### src/rtl/fix2flt_conv_if.sv
// Start/done handshake plus data-memory port shared by the fixed/float converter stages.
// The converter connects through the master modport. The bench/memory side connects through the slave modport.
interface fix2flt_conv_if;
    logic       start;
    logic       done;
    logic       busy;
    logic [7:0] dm_addr;
    logic       dm_wr_en;
    logic [7:0] dm_wdata;
    logic [7:0] dm_rdata;

    modport master (
        input  start,
        input  dm_rdata,
        output done,
        output busy,
        output dm_addr,
        output dm_wr_en,
        output dm_wdata
    );

    modport slave (
        output start,
        output dm_rdata,
        input  done,
        input  busy,
        input  dm_addr,
        input  dm_wr_en,
        input  dm_wdata
    );
endinterface

### src/rtl/fix2flt_conv.sv
// fix2flt_conv: signed 8.8 fixed point in data memory -> IEEE-754 half precision.
// The block reads two bytes, normalises the value one bit per clock, and rounds or truncates the result.
// It writes the result as two bytes and then pulses done.
// Optional feature macro: FIX2FLT_ROUND_EN.
//   - Defined: the result rounds to nearest even.
//   - Undefined: the result truncates.
//   - Latency is the same in both builds.
module fix2flt_conv #(
    parameter logic [7:0] IN_ADDR  = 8'd0,
    parameter logic [7:0] OUT_ADDR = 8'd2
) (
    input  logic           clk,
    input  logic           reset,
    fix2flt_conv_if.master bus
);

    typedef enum logic [3:0] {
        IDLE,
        RD_LO,
        RD_HI,
        CAP,
        NORM,
        ROUND,
        WR_LO,
        WR_HI,
        DONE
    } state_t;

    state_t      state_reg, state_next;
    logic        start_q_reg;
    logic [7:0]  lo_reg, lo_next;
    logic        sign_reg, sign_next;
    logic [15:0] mag_reg, mag_next;
    logic [4:0]  exp_reg, exp_next;
    logic [15:0] result_reg, result_next;

    // Helper terms used by the CAP and ROUND states.
    logic [15:0] x_in;
    logic [15:0] x_mag;
    logic [9:0]  frac;
    logic        round_inc;
    logic [10:0] frac_sum;

    assign x_in  = {bus.dm_rdata, lo_reg};
    // 0x8000 negates to itself, which is the correct magnitude when read as unsigned.
    assign x_mag = x_in[15] ? (~x_in + 16'd1) : x_in;
    assign frac  = mag_reg[14:5];

`ifdef FIX2FLT_ROUND_EN
    logic guard;
    logic sticky;
    assign guard     = mag_reg[4];
    assign sticky    = |mag_reg[3:0];
    assign round_inc = guard & (sticky | frac[0]);
`else
    assign round_inc = 1'b0;
`endif

    assign frac_sum = {1'b0, frac} + {10'd0, round_inc};

    // State and datapath registers.
    always_ff @(posedge clk) begin
        if (reset) begin
            state_reg   <= IDLE;
            start_q_reg <= 1'b0;
            lo_reg      <= 8'd0;
            sign_reg    <= 1'b0;
            mag_reg     <= 16'd0;
            exp_reg     <= 5'd0;
            result_reg  <= 16'd0;
        end else begin
            state_reg   <= state_next;
            start_q_reg <= bus.start;
            lo_reg      <= lo_next;
            sign_reg    <= sign_next;
            mag_reg     <= mag_next;
            exp_reg     <= exp_next;
            result_reg  <= result_next;
        end
    end

    // Next-state logic and datapath updates. Memory and handshake outputs decode from the state alone.
    always_comb begin
        state_next   = state_reg;
        lo_next      = lo_reg;
        sign_next    = sign_reg;
        mag_next     = mag_reg;
        exp_next     = exp_reg;
        result_next  = result_reg;
        bus.dm_addr  = 8'd0;
        bus.dm_wr_en = 1'b0;
        bus.dm_wdata = 8'd0;
        bus.done     = 1'b0;
        bus.busy     = (state_reg != IDLE);

        case (state_reg)
            IDLE: begin
                // A falling edge of start triggers a conversion. It only counts while idle.
                if (start_q_reg && !bus.start) begin
                    state_next = RD_LO;
                end
            end
            RD_LO: begin
                bus.dm_addr = IN_ADDR;
                state_next  = RD_HI;
            end
            RD_HI: begin
                bus.dm_addr = IN_ADDR + 8'd1;
                lo_next     = bus.dm_rdata;
                state_next  = CAP;
            end
            CAP: begin
                sign_next = x_in[15];
                mag_next  = x_mag;
                if (x_in == 16'd0) begin
                    result_next = 16'd0;
                    state_next  = WR_LO;
                end else begin
                    exp_next   = 5'd22;
                    state_next = NORM;
                end
            end
            NORM: begin
                if (mag_reg[15]) begin
                    state_next = ROUND;
                end else begin
                    mag_next = {mag_reg[14:0], 1'b0};
                    exp_next = exp_reg - 5'd1;
                end
            end
            ROUND: begin
                // A mantissa carry-out wraps frac to zero and bumps the exponent.
                if (frac_sum[10]) begin
                    result_next = {sign_reg, exp_reg + 5'd1, 10'd0};
                end else begin
                    result_next = {sign_reg, exp_reg, frac_sum[9:0]};
                end
                state_next = WR_LO;
            end
            WR_LO: begin
                bus.dm_wr_en = 1'b1;
                bus.dm_addr  = OUT_ADDR;
                bus.dm_wdata = result_reg[7:0];
                state_next   = WR_HI;
            end
            WR_HI: begin
                bus.dm_wr_en = 1'b1;
                bus.dm_addr  = OUT_ADDR + 8'd1;
                bus.dm_wdata = result_reg[15:8];
                state_next   = DONE;
            end
            DONE: begin
                bus.done   = 1'b1;
                state_next = IDLE;
            end
            default: begin
                state_next = IDLE;
            end
        endcase
    end

endmodule
### src/flat_wrapper.sv
// flat-port wrapper written by rule: the top's interface ports become plain ports
module fix2flt_conv_flat 
#(
    parameter logic [7:0] IN_ADDR  = 8'd0,
    parameter logic [7:0] OUT_ADDR = 8'd2
)
  (clk, reset, bus_start, bus_dm_rdata, bus_done, bus_busy, bus_dm_addr, bus_dm_wr_en, bus_dm_wdata);
  fix2flt_conv_if bus_i ();
  input  logic clk;
  input  logic reset;
  input wire logic [$bits(bus_i.start)-1:0] bus_start;
  input wire logic [$bits(bus_i.dm_rdata)-1:0] bus_dm_rdata;
  output wire logic [$bits(bus_i.done)-1:0] bus_done;
  output wire logic [$bits(bus_i.busy)-1:0] bus_busy;
  output wire logic [$bits(bus_i.dm_addr)-1:0] bus_dm_addr;
  output wire logic [$bits(bus_i.dm_wr_en)-1:0] bus_dm_wr_en;
  output wire logic [$bits(bus_i.dm_wdata)-1:0] bus_dm_wdata;
  assign bus_i.start = bus_start;
  assign bus_i.dm_rdata = bus_dm_rdata;
  assign bus_done = bus_i.done;
  assign bus_busy = bus_i.busy;
  assign bus_dm_addr = bus_i.dm_addr;
  assign bus_dm_wr_en = bus_i.dm_wr_en;
  assign bus_dm_wdata = bus_i.dm_wdata;
  fix2flt_conv #(.IN_ADDR(IN_ADDR), .OUT_ADDR(OUT_ADDR)) u_core (.clk(clk), .reset(reset), .bus(bus_i));
endmodule
### config.mk
export PLATFORM = sky130hd
export DESIGN_NAME = fix2flt_conv_flat
export DESIGN_NICKNAME = d
export VERILOG_FILES = /design/src/rtl/fix2flt_conv_if.sv /design/src/rtl/fix2flt_conv.sv /design/src/flat_wrapper.sv
export SDC_FILE = /design/constraint.sdc
export NUM_CORES = 1
export LEC_CHECK = 0
export CORE_MARGIN = 3
export CORE_UTILIZATION = 48
export DETAILED_ROUTE_END_ITERATION = 8
export GPL_ROUTABILITY_DRIVEN = 0
export GPL_TIMING_DRIVEN = 1
export PLACE_DENSITY_LB_ADDON = 0.1
export SLEW_MARGIN = 20
export SYNTH_ARGS = -nofsm -noshare
export SYNTH_HDL_FRONTEND = slang
export SYNTH_SLANG_ARGS = --single-unit
export TNS_END_PERCENT = 10
### constraint.sdc
create_clock -name clk -period 2.7 [get_ports clk]
set_clock_uncertainty 0.05 [all_clocks]
set_input_delay 0.54 -clock clk [delete_from_list [all_inputs] [get_ports clk]]
set_output_delay 0.54 -clock clk [all_outputs]
set_load 0.02 [all_outputs]
## Word-level counts from Yosys, hierarchy flattened

Cells that the tools add are included.

| cells by class | value |
|---|---|
| eq/ne operators | 13 |
| $add $sub $neg | 2 |
| reduce and logical (&&, ||, !) cells | 12 |
| muxes and demuxes | 16 |
| bitwise gates (word level) | 1 |

Operators with widths:

| cell | number |
|---|---|
| 16-bit case mux with 2 select lines | 2 |
| 16-bit 2-to-1 mux | 3 |
| 4-bit case mux with 8 select lines | 1 |
| 16-bit by 1-bit adder with 16-bit output, second input constant | 1 |
| 4-bit by 3-bit equality test with 1-bit output, second input constant | 4 |
| 16-bit logical NOT | 1 |
| 16-bit NOT | 1 |
| 8-bit case mux with 2 select lines | 1 |
| 5-bit 2-to-1 mux | 2 |
| 5-bit case mux with 2 select lines | 1 |
| 4-bit by 2-bit equality test with 1-bit output, second input constant | 2 |
| 4-bit 2-to-1 mux | 2 |
| 2-bit by 1-bit inequality test with 1-bit output, second input constant | 3 |
| 2-bit case mux with 3 select lines | 1 |
| 2-bit AND reduction | 3 |
| 5-bit by 1-bit subtractor with 5-bit output, second input constant | 1 |
| 4-bit by 1-bit equality test with 1-bit output, second input constant | 1 |
| 4-bit equality test, second input constant | 1 |
| 4-bit logical NOT | 1 |
| 2-bit inequality test, second input constant | 2 |
| 2-bit nonzero test | 2 |
| 4-bit nonzero test | 1 |
| 3-bit AND reduction | 1 |
| 1-bit 2-to-1 mux | 2 |
| 4 further kinds | 4 |

| storage, ports and cells | value |
|---|---|
| input port bits | 11 |
| output and inout bits | 19 |
| bits in registers | 51 |

## Depth between registers and ports, before layout

| depth | value |
|---|---|
| depth in word-level cells | 4 |
| mapped depth | 9 |

## Worst setup path after synthesis

OpenSTA, ideal clock, no wires.

| path | value |
|---|---|
| path kind | register to output |
| start | register u_core.state_reg[0] |
| end | output port bus_done |
| path buffers | 2 |
| arrival time | 1,550 ps |
| setup slack | 560 ps |
| cell stages (with the launch flop) | 4 |
| cells stage by stage | dfxtp_1 > buf_1 > clkbuf_1 > nor4_1 |

| on the way | value |
|---|---|
| cells in the longest elaborated chain, start to end | 2 |

Ends and longest elaborated chain:

| item | line | text |
|---|---|---|
| start: declaration | fix2flt_conv.sv:29 | `state_t state_reg, state_next;` |
| start signal: assignment | fix2flt_conv.sv:72 | `state_reg <= state_next;` |
| 4-bit equality test | fix2flt_conv.sv:96 | `case (state_reg)` |
| 1-bit 2-to-1 mux | fix2flt_conv.sv:96 |  |
| end: declaration | flat_wrapper.sv:13 | `output wire logic [$bits(bus_i.done)-1:0] bus_done;` |

Every way passes these cells.

## Worst setup path after layout

| path | value |
|---|---|
| start | register u_core.state_reg[3] |
| end | output port bus_dm_wdata[1] |

| on the way | value |
|---|---|
| cells in the longest elaborated chain, start to end | 2 |
| elaborated cells on any way between the ends | 3 |

Ends and longest elaborated chain:

| item | line | text |
|---|---|---|
| 4-bit by 3-bit equality test with 1-bit output | fix2flt_conv.sv:96 |  |
| 8-bit case mux with 2 select lines * | fix2flt_conv.sv:96 |  |
| end: declaration | flat_wrapper.sv:17 | `output wire logic [$bits(bus_i.dm_wdata)-1:0] bus_dm_wdata;` |

Mark *: on every way between the ends. The rest lies on a longest branch, timed or not.

==> reports/qor.yml <==
seqPwrFrac: 0.578
cts_buffers: 5
hold_viol_final: 0
clkTransAtPathRegs_ns: 0.09
holdPathStages: 2
clk_latency_ns: 0.30
netlist.area_leader.share: 0.3672
period_needed_ns: 2.533
grt_max_degree: 39
cts_buffer_depth: 2
core-area_um2: 5540
min_path_type: "flip-flop to flip-flop"
end_kind: "primary output"
start_util: 0.5018
drive_gt1_frac: 0.1532
place_ws_ns: 0.1253
synthArstFlopShare: 0
max_slew_margin: 0.5041
root_buffer: "clkbuf_8"
worst_hold_path.endpoint: "u_core.mag_reg[2]"
worstPathRequired_ns: 2.11
syn_to_final_growth_pct: 13.50
setup_viol: 0
synth_cell_types: 54
die_x_um: 82.11
io_pins: 30
tightest_slew_ns: 0.7419
power_frac_clock: 0.328
p_leak_nw: 1.036
synth_seq_cells: 51
yosysTopAreaCell: "dfxtp_1"
p_comb_frac: 0.095
swShare: 0.2482
grtUsageTotal: 0.1941
first_iter_violations: 174
finalCritPeriodShare: 0.9383
cts-htree-levels: 2
grt_setup_unrepaired: "false"
worstSetupPathType: "flip-flop to primary output"
die_h_um: 82.11
min_from: "u_core.mag_reg[2]"
synth-edff-count: 0
r2r_slack_ns: 0.64
portBuffers: 23
ys_seq_area_frac: 0.3672
p_int_mw: 0.9892
cts_sinks: 51
reg2reg_from: "u_core.lo_reg[0]"
ant_nets: 0
tns_ns: 0
crit-reg2reg-capture: "u_core.result_reg[0]"
syn_inst: 339
hpwlAfterDp_um: 4409
drc: 0
netlist_area_um2: 2780
arrival_ns: 1.94
wl_um: 6011
nFillCells: 530
cts_tree: "yes"
grt_overflow: 0
synthTopCellsByArea: "dfxtp_1 (37%), nand2_1 (6.9%), a21oi_1 (5.6%)"
routed-via-count: 2330
ys_warn_count: 0
power_density_nw_per_um2: 417.0
ff2ff_path_depth: 8
antenna_found_initial: 0
max_stage_delay_ns: 0.61
vdd_drop_max_uv: 228.8
cp-start-kind: "flip-flop"
status: "finished clean"
final.setup.worst_slack_ns: 0.1667
critPathSlowestCell: "clkdlybuf4s50_1"
detail_route.wl_per_cell_um: 13.95
syn_area_per_cell_um2: 8.201
slew_viol_final: 0
vias_per_cell: 5.406
crit_chain: "nor2b_2 > nand2_1 > nor2_1 > clkdlybuf4s50_1"
firstDrtPassIters: 4
path_max_fanout: 9
grt_pass1_vias: 2158
rows: 27
max_freq_ghz: 0.3947
p_sw_mw: 0.3266
grt_pass1_wl_um: 10290
final_nets: 371
dieArea_um2: 6741
final_core_util: 0.5696
cap_violations: 0
antenna_cells: 0
ys.flop_type: "dfxtp_1"
-- Yosys cell counts, drive strengths merged (3+ instances only) --
| library cell | instances |
|---|---|
| mux2i | 11 |
| nor2b | 3 |
| nand2b | 4 |
| a21oi | 42 |
| nor4 | 4 |
| dfxtp | 51 |
| nand2 | 52 |
| o31ai | 6 |
| inv | 10 |
| a211oi | 3 |
| or3 | 6 |
| nor2 | 23 |
| xnor2 | 11 |
| xor2 | 3 |
| clkbuf | 16 |
| buf | 14 |
| nor3b | 4 |
| or4 | 3 |
| o211ai | 3 |
| nor3 | 11 |
| o41ai | 4 |
| o21ai | 11 |
| nand3 | 17 |
| nand3b | 4 |
-- how the worst max path moves through the flow --
stage                        start                  to  slack (ns)  depth (start not counted)
3_5_place_dp       bus_dm_rdata[1]  u_core.mag_reg[13]        0.13                          6
5_1_grt        u_core.state_reg[3]     bus_dm_wdata[1]        0.03                          4
6_report       u_core.state_reg[3]     bus_dm_wdata[1]        0.17                          4
3_3_place_gp       bus_dm_rdata[1]  u_core.mag_reg[13]        0.15                          6
4_1_cts        u_core.state_reg[3]     bus_dm_wdata[1]        0.04                          4
2_1_floorplan  u_core.state_reg[0]            bus_done        0.56                          3
-- stage by stage --
step	cell area [um2]	cells	total power, mW	hold WS (ns)
after floorplan	2799	344	0.8664	0.3815
after global routing	3156	431	1.366	0.4415
after global placement	3068	423	0.9019	0.3743
final	3156	431	1.316	0.4071
after CTS	3153	431	1.329	0.4095
after detailed placement	3068	423	0.9020	0.3894
-- power groups by stage --
stage	registers [mW]	clock network, mW	logic (mW)
2_1_floorplan	0.776	0	0.0904
3_5_place_dp	0.778	0	0.124
6_report	0.760	0.431	0.124
4_1_cts	0.760	0.444	0.125
3_3_place_gp	0.777	0	0.124
5_1_grt	0.761	0.469	0.136
-- kinds of logic after synthesis --
group | share of synthesized area
compound gates | 0.1998
xor+xnor | 0.04411
fa+ha+maj | 0.008999
buf+inv | 0.06796
flops | 0.3672
mux | 0.03961
other cells | 0.001349
simple gates | 0.2709
-- layout by cell type, fill, tap and decap left out, types with 2 or more instances in the layout --
cell             instances
clkbuf_8                 5
nand3b_1                 4
conb_1                   6
or4_1                    2
or3_1                    6
o32ai_1                  2
buf_4                   14
o21ai_1                  7
xor2_1                   3
clkdlybuf4s50_1         22
o211ai_1                 3
dfxtp_1                 51
nor2b_1                  2
nand2b_1                 4
o31ai_1                  6
a211oi_1                 3
a21oi_1                 31
nor3b_1                  3
nor3_1                  11
nor4_1                   3
nand2_1                 51
nand3_1                  8
o21a_1                   2
xnor2_1                 11
nor2_1                  23
nand3_2                  9
ha_1                     2
o41ai_2                  4
mux2i_1                 11
or2_2                    2
a21oi_2                 11
o21ai_0                  4
inv_1                    9
-- critical path: cells and delay by family (launching register included) --
family,cells,cell delay [ns]
buf+inv,1,0.61
flops,1,0.41
simple gates,3,0.62
-- final cells by class --
cell class | count | area [um2] | area share
Multi-Input combinational cell | 253 | 1592 | 0.5044
Inverter | 10 | 37.54 | 0.01190
Tap cell | 72 | 90.09 | 0.02855
Clock buffer | 6 | 72.57 | 0.02300
Sequential cell | 51 | 1021 | 0.3236
Timing Repair Buffer | 37 | 330.3 | 0.1047
Clock inverter | 2 | 12.51 | 0.003965
-- timing repair --
item	4_1_cts	5_1_grt
hold buffers	0	0
setup buffers	0	0
endpoints found under the setup margin	0	10
gates resized for setup	0	1
-- routing by layer --
metal,global-route usage,routed length (um),up-vias,part of all wire
met2,0.2948,2670,36,0.44
met1,0.2766,3058,1074,0.51
met5,0,0,-,0
met4,0.06645,112,0,0.019
met3,0.03362,169,9,0.028
li1,-,-,1211,-
Note: power is estimated with default switching activity, not from simulation.
